## config.mk

```make
export PLATFORM = sky130hd
export DESIGN_NAME = rx_window_ctrl
export DESIGN_NICKNAME = d
export VERILOG_FILES = /design/src/rtl/rx_window_ctrl.sv
export SDC_FILE = /design/constraint.sdc
export NUM_CORES = 1
export LEC_CHECK = 0
export BUFFER_PORTS_ARGS = -buffer_cell sky130_fd_sc_hd__buf_2
export CORE_MARGIN = 1
export CORE_UTILIZATION = 55
export CTS_CLUSTER_SIZE = 10
export DETAILED_ROUTE_END_ITERATION = 16
export GPL_ROUTABILITY_DRIVEN = 0
export PLACE_DENSITY_LB_ADDON = 0.2
export SKIP_LAST_GASP = 1
export SLEW_MARGIN = 20
export SYNTH_ARGS = -nofsm -noshare
export SYNTH_HDL_FRONTEND = slang
export SYNTH_SLANG_ARGS = --single-unit
```

## constraint.sdc

```tcl
create_clock -name clk -period 4.2 [get_ports clk]
set_input_delay 0.42 -clock clk [delete_from_list [all_inputs] [get_ports clk]]
set_output_delay 0.42 -clock clk [all_outputs]
set_load 0.005 [all_outputs]
```

## src/rtl/rx_window_ctrl.sv

```systemverilog
// Receive-window controller: blanks the sample stream after a reader command,
// listens for a tag reply edge, then forwards samples until stop/timeout/overrun.
module rx_window_ctrl #(
  parameter int unsigned BLANK_CNT  = 40,
  parameter int unsigned LISTEN_CNT = 400,
  parameter int unsigned MAX_CNT    = 4096,
  parameter int unsigned CW         = 13
) (
  input  logic clk,
  input  logic rst,
  input  logic start,
  input  logic abort,
  input  logic smp_dat,
  input  logic smp_vld,
  input  logic stop,
  output logic win_dat,
  output logic win_vld,
  output logic busy,
  output logic rx_active,
  output logic done,
  output logic timeout,
  output logic overrun
);

  localparam logic [1:0] S_IDLE   = 2'd0;
  localparam logic [1:0] S_BLANK  = 2'd1;
  localparam logic [1:0] S_LISTEN = 2'd2;
  localparam logic [1:0] S_ACTIVE = 2'd3;

  localparam logic [CW-1:0] BLANK_LAST  = CW'(BLANK_CNT - 1);
  localparam logic [CW-1:0] LISTEN_LAST = CW'(LISTEN_CNT - 1);
  localparam logic [CW-1:0] MAX_LAST    = CW'(MAX_CNT - 1);

  logic [1:0]    state, state_nx;
  logic [CW-1:0] cnt, cnt_nx;
  logic          prev, prev_nx;
  logic          fwd, done_nx, timeout_nx, overrun_nx;

  always_comb begin
    state_nx   = state;
    cnt_nx     = cnt;
    prev_nx    = prev;
    fwd        = 1'b0;
    done_nx    = 1'b0;
    timeout_nx = 1'b0;
    overrun_nx = 1'b0;
    unique case (state)
      S_IDLE: begin
        if (start) begin
          state_nx = S_BLANK;
          cnt_nx   = '0;
        end
      end
      S_BLANK: begin
        if (smp_vld) begin
          prev_nx = smp_dat;
          if (cnt == BLANK_LAST) begin
            state_nx = S_LISTEN;
            cnt_nx   = '0;
          end else begin
            cnt_nx = cnt + CW'(1);
          end
        end
      end
      S_LISTEN: begin
        if (smp_vld) begin
          fwd     = 1'b1;
          prev_nx = smp_dat;
          // A reply edge on the final listen strobe still opens the window.
          if (smp_dat != prev) begin
            state_nx = S_ACTIVE;
            cnt_nx   = '0;
          end else if (cnt == LISTEN_LAST) begin
            state_nx   = S_IDLE;
            cnt_nx     = '0;
            timeout_nx = 1'b1;
          end else begin
            cnt_nx = cnt + CW'(1);
          end
        end
      end
      S_ACTIVE: begin
        fwd = smp_vld;
        if (stop) begin
          state_nx = S_IDLE;
          cnt_nx   = '0;
          done_nx  = 1'b1;
        end else if (smp_vld) begin
          if (cnt == MAX_LAST) begin
            state_nx   = S_IDLE;
            cnt_nx     = '0;
            overrun_nx = 1'b1;
          end else begin
            cnt_nx = cnt + CW'(1);
          end
        end
      end
      default: state_nx = S_IDLE;
    endcase
    // Abort overrides everything below reset and suppresses forwarding and status.
    if (abort && (state != S_IDLE)) begin
      state_nx   = S_IDLE;
      cnt_nx     = '0;
      fwd        = 1'b0;
      done_nx    = 1'b0;
      timeout_nx = 1'b0;
      overrun_nx = 1'b0;
    end
  end

  always_ff @(posedge clk) begin
    if (rst) begin
      state     <= S_IDLE;
      cnt       <= '0;
      prev      <= 1'b0;
      win_dat   <= 1'b0;
      win_vld   <= 1'b0;
      busy      <= 1'b0;
      rx_active <= 1'b0;
      done      <= 1'b0;
      timeout   <= 1'b0;
      overrun   <= 1'b0;
    end else begin
      state     <= state_nx;
      cnt       <= cnt_nx;
      prev      <= prev_nx;
      win_vld   <= fwd;
      if (fwd) win_dat <= smp_dat;
      busy      <= (state_nx != S_IDLE);
      rx_active <= (state_nx == S_ACTIVE);
      done      <= done_nx;
      timeout   <= timeout_nx;
      overrun   <= overrun_nx;
    end
  end

endmodule

```

== After elaboration in Yosys (flattened, before gate mapping) ==
Index checks and enable logic that the tools add are counted.
Word-level totals
  output and inout bits: 7
  register bits: 23
Cells by class
  reductions and logical operators: 11
  equal/unequal tests: 12
  bitwise logic cells: 3
  add/subtract/negate cells: 1
  muxes and demuxes: 27
Operators with widths (number)
  $mux 13: 9
  $pmux 13 s4: 1
  $mux 2: 10
  $add 13x1->13 const B: 1
  $eq 13x12->1 const B: 1
  $eq 13x6->1 const B: 1
  $eq 13x9->1 const B: 1
  $reduce_or 5->1: 2
  $pmux 2 s4: 1
  $eq 2x2->1 const B: 3
  $ne 2x2->1 const B: 3
  $mux 1: 5
  $reduce_and 4->1: 1
  $reduce_bool 2->1: 2
  $reduce_or 2->1: 2
  $ne 3x3->1 const B: 1
  $not 1->1: 3
  $reduce_or 3->1: 1
  $eq 2x1->1 const B: 1
  $logic_not 2->1: 1
  $pmux 1 s2: 1
  $reduce_and 2->1: 1
  $logic_and 1x1->1: 1
  $ne 1x1->1: 1

== Logic depth before layout (Yosys ltp) ==
  word-level depth: 7
  depth in mapped cells: 8
  depth with buffers taken out: 7

== Worst setup path after synthesis ==
Ideal clock, no wire load.
  path type: reg2reg
  from: register state[1]
  to: register cnt[10]
  period minus slack after synthesis: 2.023 ns
  setup slack: 2.177 ns
  stages on the path, launching flop included: 9
  arrival time: 1.952 ns
  cells stage by stage: dfxtp_1 inv_1 ha_1 inv_1 a31oi_2 or2_1 buf_2 or4_1 a21oi_1
On the way
  word-level cells in the longest chain between the ends: 3
RTL lines
  start, declared: RTL line 34  | logic [1:0] state, state_nx;
  start signal, assigned: RTL line 124  | state <= state_nx;
  $eq 2x2->1, or another cell as far along: RTL line 47  | unique case (state)
  $ne 3x3->1 (no line), or another cell as far along
  $reduce_and 4->1 (no line) / $reduce_or 2->1 (equally long branches)
  end signal, assigned: RTL line 125  | cnt <= cnt_nx;
  end, declared: RTL line 35  | logic [CW-1:0] cnt, cnt_nx;
Several ways; a longest one is shown, not always the timed one.
A chain may end at the register's enable or synchronous reset.

== Worst setup path in the final report ==
Ends and elaborated chain as after synthesis.

==> impl_metrics.env <==
export IMPL_path_clk_slew_ns=0.13
export IMPL_timing_max_slew_rel_slack=0.634
export IMPL_synthDistinctLibCells=46
export IMPL_fill_cells=202
export IMPL_yosys_mux_area_fraction=0
export IMPL_fin_tns_setup_ns=0
export IMPL_cellLeakagePower_nw=0.502
export IMPL_final_setup_viol_count=0
export IMPL_synth_simple_gate_area_frac=0.332
export IMPL_stdcell_area_um2=1460
export IMPL_die_height_um=52.0
export IMPL_remaining_number_of_nets_flagged_by_the_antenna_check_after_routing=0
export IMPL_maxCapViolCount=0
export IMPL_rr_startpoint="state[1]$_SDFF_PP0_"
export IMPL_reg2regPathDepth=6
export IMPL_worst_setup_end_kind="flop"
export IMPL_initial_utilization=0.603
export IMPL_die_area_um2=2700
export IMPL_groute_usage_overall=0.257
export IMPL_holdCritStartpoint="rst"
export IMPL_setup_worst_path_start="state[1]$_SDFF_PP0_"
export IMPL_cts_tree="done"
export IMPL_placed_cell_area_um2=1430
export IMPL_final_hold_violation_count=0
export IMPL_global_route_wire_length_before_repair_um=5220
export IMPL_vdd_drop_max_uv=396
export IMPL_crit_required_ns=4.46
export IMPL_endpoint_arrival_time_on_the_critical_path_ns=2.62
export IMPL_detailedRoute_firstPassIterationCount=5
export IMPL_setup_slack_ns=1.84
export IMPL_insertion_delay_ns=0.32
export IMPL_synthXorXnorAreaFrac=0.0510
export IMPL_ys_async_sr_fraction=0
export IMPL_worst_clock_skew_ns=0.0138
export IMPL_unrepaired_setup_endpoints_after_global_routing="no"
export IMPL_cts_path_max_buffers=2
export IMPL_finalNonFillerCells=199
export IMPL_timing_rr_end="cnt[10]$_SDFFE_PP0P_"
export IMPL_number_of_global_route_vias_before_repair=1167
export IMPL_power_per_cell_area_nw_per_um2=460
export IMPL_ys_warn_count=0
export IMPL_cts_hold_buffers=0
export IMPL_avgRoutedWirePerCell_um=15.8
export IMPL_cts_buffers_inserted=3
export IMPL_synthCells=162
export IMPL_place_detailed_hpwl_um=2370
export IMPL_dominant_combinational_cell_family_by_area_after_synthesis="simple AND/OR/NAND/NOR gates"
export IMPL_mappedNetlistNets=174
export IMPL_synth_adder_area_share=0.0456
export IMPL_synth_compound_gate_area_share=0.192
export IMPL_slew_violations=0
export IMPL_worst_setup_slack_before_clock_tree_synthesis_ns=1.91
export IMPL_synth_edf_count=0
export IMPL_floorplan_core_area_um2=2280
export IMPL_worst_slew_pin_transition_ns=0.550
export IMPL_initialDrtViolationCount=47
export IMPL_yosys_most_used_dff="dfxtp_1"
export IMPL_final_min_clock_period_ns=2.36
export IMPL_cts_root_buf="clkbuf_4"
export IMPL_fin_nets=184
export IMPL_register_area_um2=460
export IMPL_timing_critical_path_to="cnt[10]$_SDFFE_PP0P_"
export IMPL_overflow=0
export IMPL_dieWidth_um=52.0
export IMPL_post_cts_repair_setup_buffers=0
export IMPL_clock_tree_htree_level_count=1
export IMPL_synth_area_top_cells="dfxtp_1 34%, nor2_1 5.2%, ha_1 4.6%, xnor2_1 4.5%, nor4_1 3.6%"
export IMPL_num_rows=17
export IMPL_postSynthRegisterBits=23
export IMPL_avgSynthCellArea_um2=8.47
export IMPL_holdCritPathClass="in2reg"
export IMPL_viasPerCell=6.46
export IMPL_grt_max_degree=14
export IMPL_fin_crit_share=0.562
export IMPL_fin_worst_hold_slack_ns=0.285
export IMPL_cp_max_fo=12
export IMPL_detail_route_wirelength_um=3150
export IMPL_drive_above_1_share=0.158
export IMPL_synth_yosys_seq_area_share=0.335
export IMPL_critical_path_startpoint_type="flop"
export IMPL_post_layout_total_power_mw=0.672
export IMPL_worst_setup_path_type="reg2reg"
export IMPL_postCtsResizedCells=0
export IMPL_dp_cells=195
export IMPL_post_route_drc_count=0
export IMPL_multi_input_comb_area_um2=852
export IMPL_number_of_buffers_inserted_by_port_buffering=13
export IMPL_achievable_frequency_mhz=423
export IMPL_synthesis_area_um2=1370
export IMPL_postLayoutCoreUtil=0.641
export IMPL_cts_sink_count=23
export IMPL_setup_reg_to_reg_worst_slack_ns=1.84
export IMPL_area_delta_synth_final_pct=6.29
export IMPL_route_vias_total=1285
export IMPL_antenna_found_initial=0
export IMPL_synth_largest_area_cell="dfxtp_1"
export IMPL_pin_count=14
export IMPL_status="finished clean"
export IMPL_diodes=0
export IMPL_post_synth_top_area_fraction=0.335
==> routing by layer <==
metal / part of all wire / vias to the layer above / track usage
met5: 0 / - / 0
met3: 0.094 / 7 / 0.0760
met2: 0.45 / 66 / 0.376
met4: 0.0086 / 0 / 0.0676
li1: - / 621 / -
met1: 0.45 / 591 / 0.361
==> cells in the mapped netlist, types with 2 or more instances <==
cell type  count
xnor2_1        7
nor2_1        19
nor3_1         6
nand2_1       13
ha_1           5
o21ai_0        5
a31oi_2        2
dfxtp_1       23
or3_1          3
a21oi_1        4
inv_1          5
nor4_1         8
nor4b_1        4
a211oi_1       2
a31oi_1        5
clkbuf_1       4
nor2b_1        2
nand2b_1       2
nand3_1        7
nand4b_1       2
buf_2          3
or2_2          2
nand4_1        6
==> worst min-delay path by stage <==
stage	to	slack (ns)	depth (start not counted)
4_1_cts	win_dat$_SDFFE_PP0P_	0.28	2
3_3_place_gp	win_dat$_SDFFE_PP0P_	0.47	2
2_1_floorplan	win_dat$_SDFFE_PP0P_	0.46	2
3_5_place_dp	win_dat$_SDFFE_PP0P_	0.49	2
5_1_grt	win_dat$_SDFFE_PP0P_	0.29	2
6_report	win_dat$_SDFFE_PP0P_	0.28	2
==> critical path, cell delays in order (launching register included) <==
cell	delay [ns]
dfxtp_1	0.41
inv_1	0.12
ha_1	0.36
nor2b_1	0.29
or2_1	0.40
or4_1	0.54
a21oi_1	0.17
==> cell families (layout without fill, tap and decap cells) <==
kind of cell,count (synthesis),in the layout
xor gates and xnor gates,8,8
adders and majority gates,5,5
AOI/OAI and AO/OA,31,31
DFF,23,23
buffers and inverters,13,22
and+or+nand+nor,82,82
==> state kept, by name, indices dropped and copies added, names as in the netlist <==
register   cells
win_vld        1
done           1
win_dat        1
prev           1
state          2
timeout        1
rx_active      1
cnt           13
busy           1
overrun        1
==> where the power goes <==
| part | internal, mW | leakage [nW] | total, mW | switching (mW) |
|---|---|---|---|---|
| logic | 0.105 | 0.299 | 0.313 | 0.208 |
| registers | 0.239 | 0.186 | 0.254 | 0.0147 |
| clock network | 0.0357 | 0.0177 | 0.104 | 0.0685 |
==> cells in the final DEF, fill, tap and decap left out, types with 2 or more instances in the layout <==
| master | count |
|---|---|
| inv_1 | 5 |
| a211oi_1 | 2 |
| nand2_1 | 13 |
| xnor2_1 | 7 |
| a31oi_2 | 2 |
| nor4_1 | 8 |
| o21ai_0 | 5 |
| nand4_1 | 6 |
| dfxtp_1 | 23 |
| nor2b_1 | 2 |
| nand3_1 | 7 |
| nor4b_1 | 4 |
| a31oi_1 | 5 |
| buf_2 | 13 |
| or3_1 | 3 |
| nor3_1 | 6 |
| nor2_1 | 19 |
| nand4b_1 | 2 |
| a21oi_1 | 4 |
| clkbuf_4 | 3 |
| or2_2 | 2 |
| ha_1 | 5 |
| nand2b_1 | 2 |
==> final cells by class <==
class,instances,area share
flip-flops and latches,23,0.316
multi-input cells,126,0.584
well taps,28,0.0240
clock inverters,1,0.00343
inverters,5,0.0129
clock buffers,3,0.0154
repair buffers,13,0.0446
(Power assumes the default switching activity.)
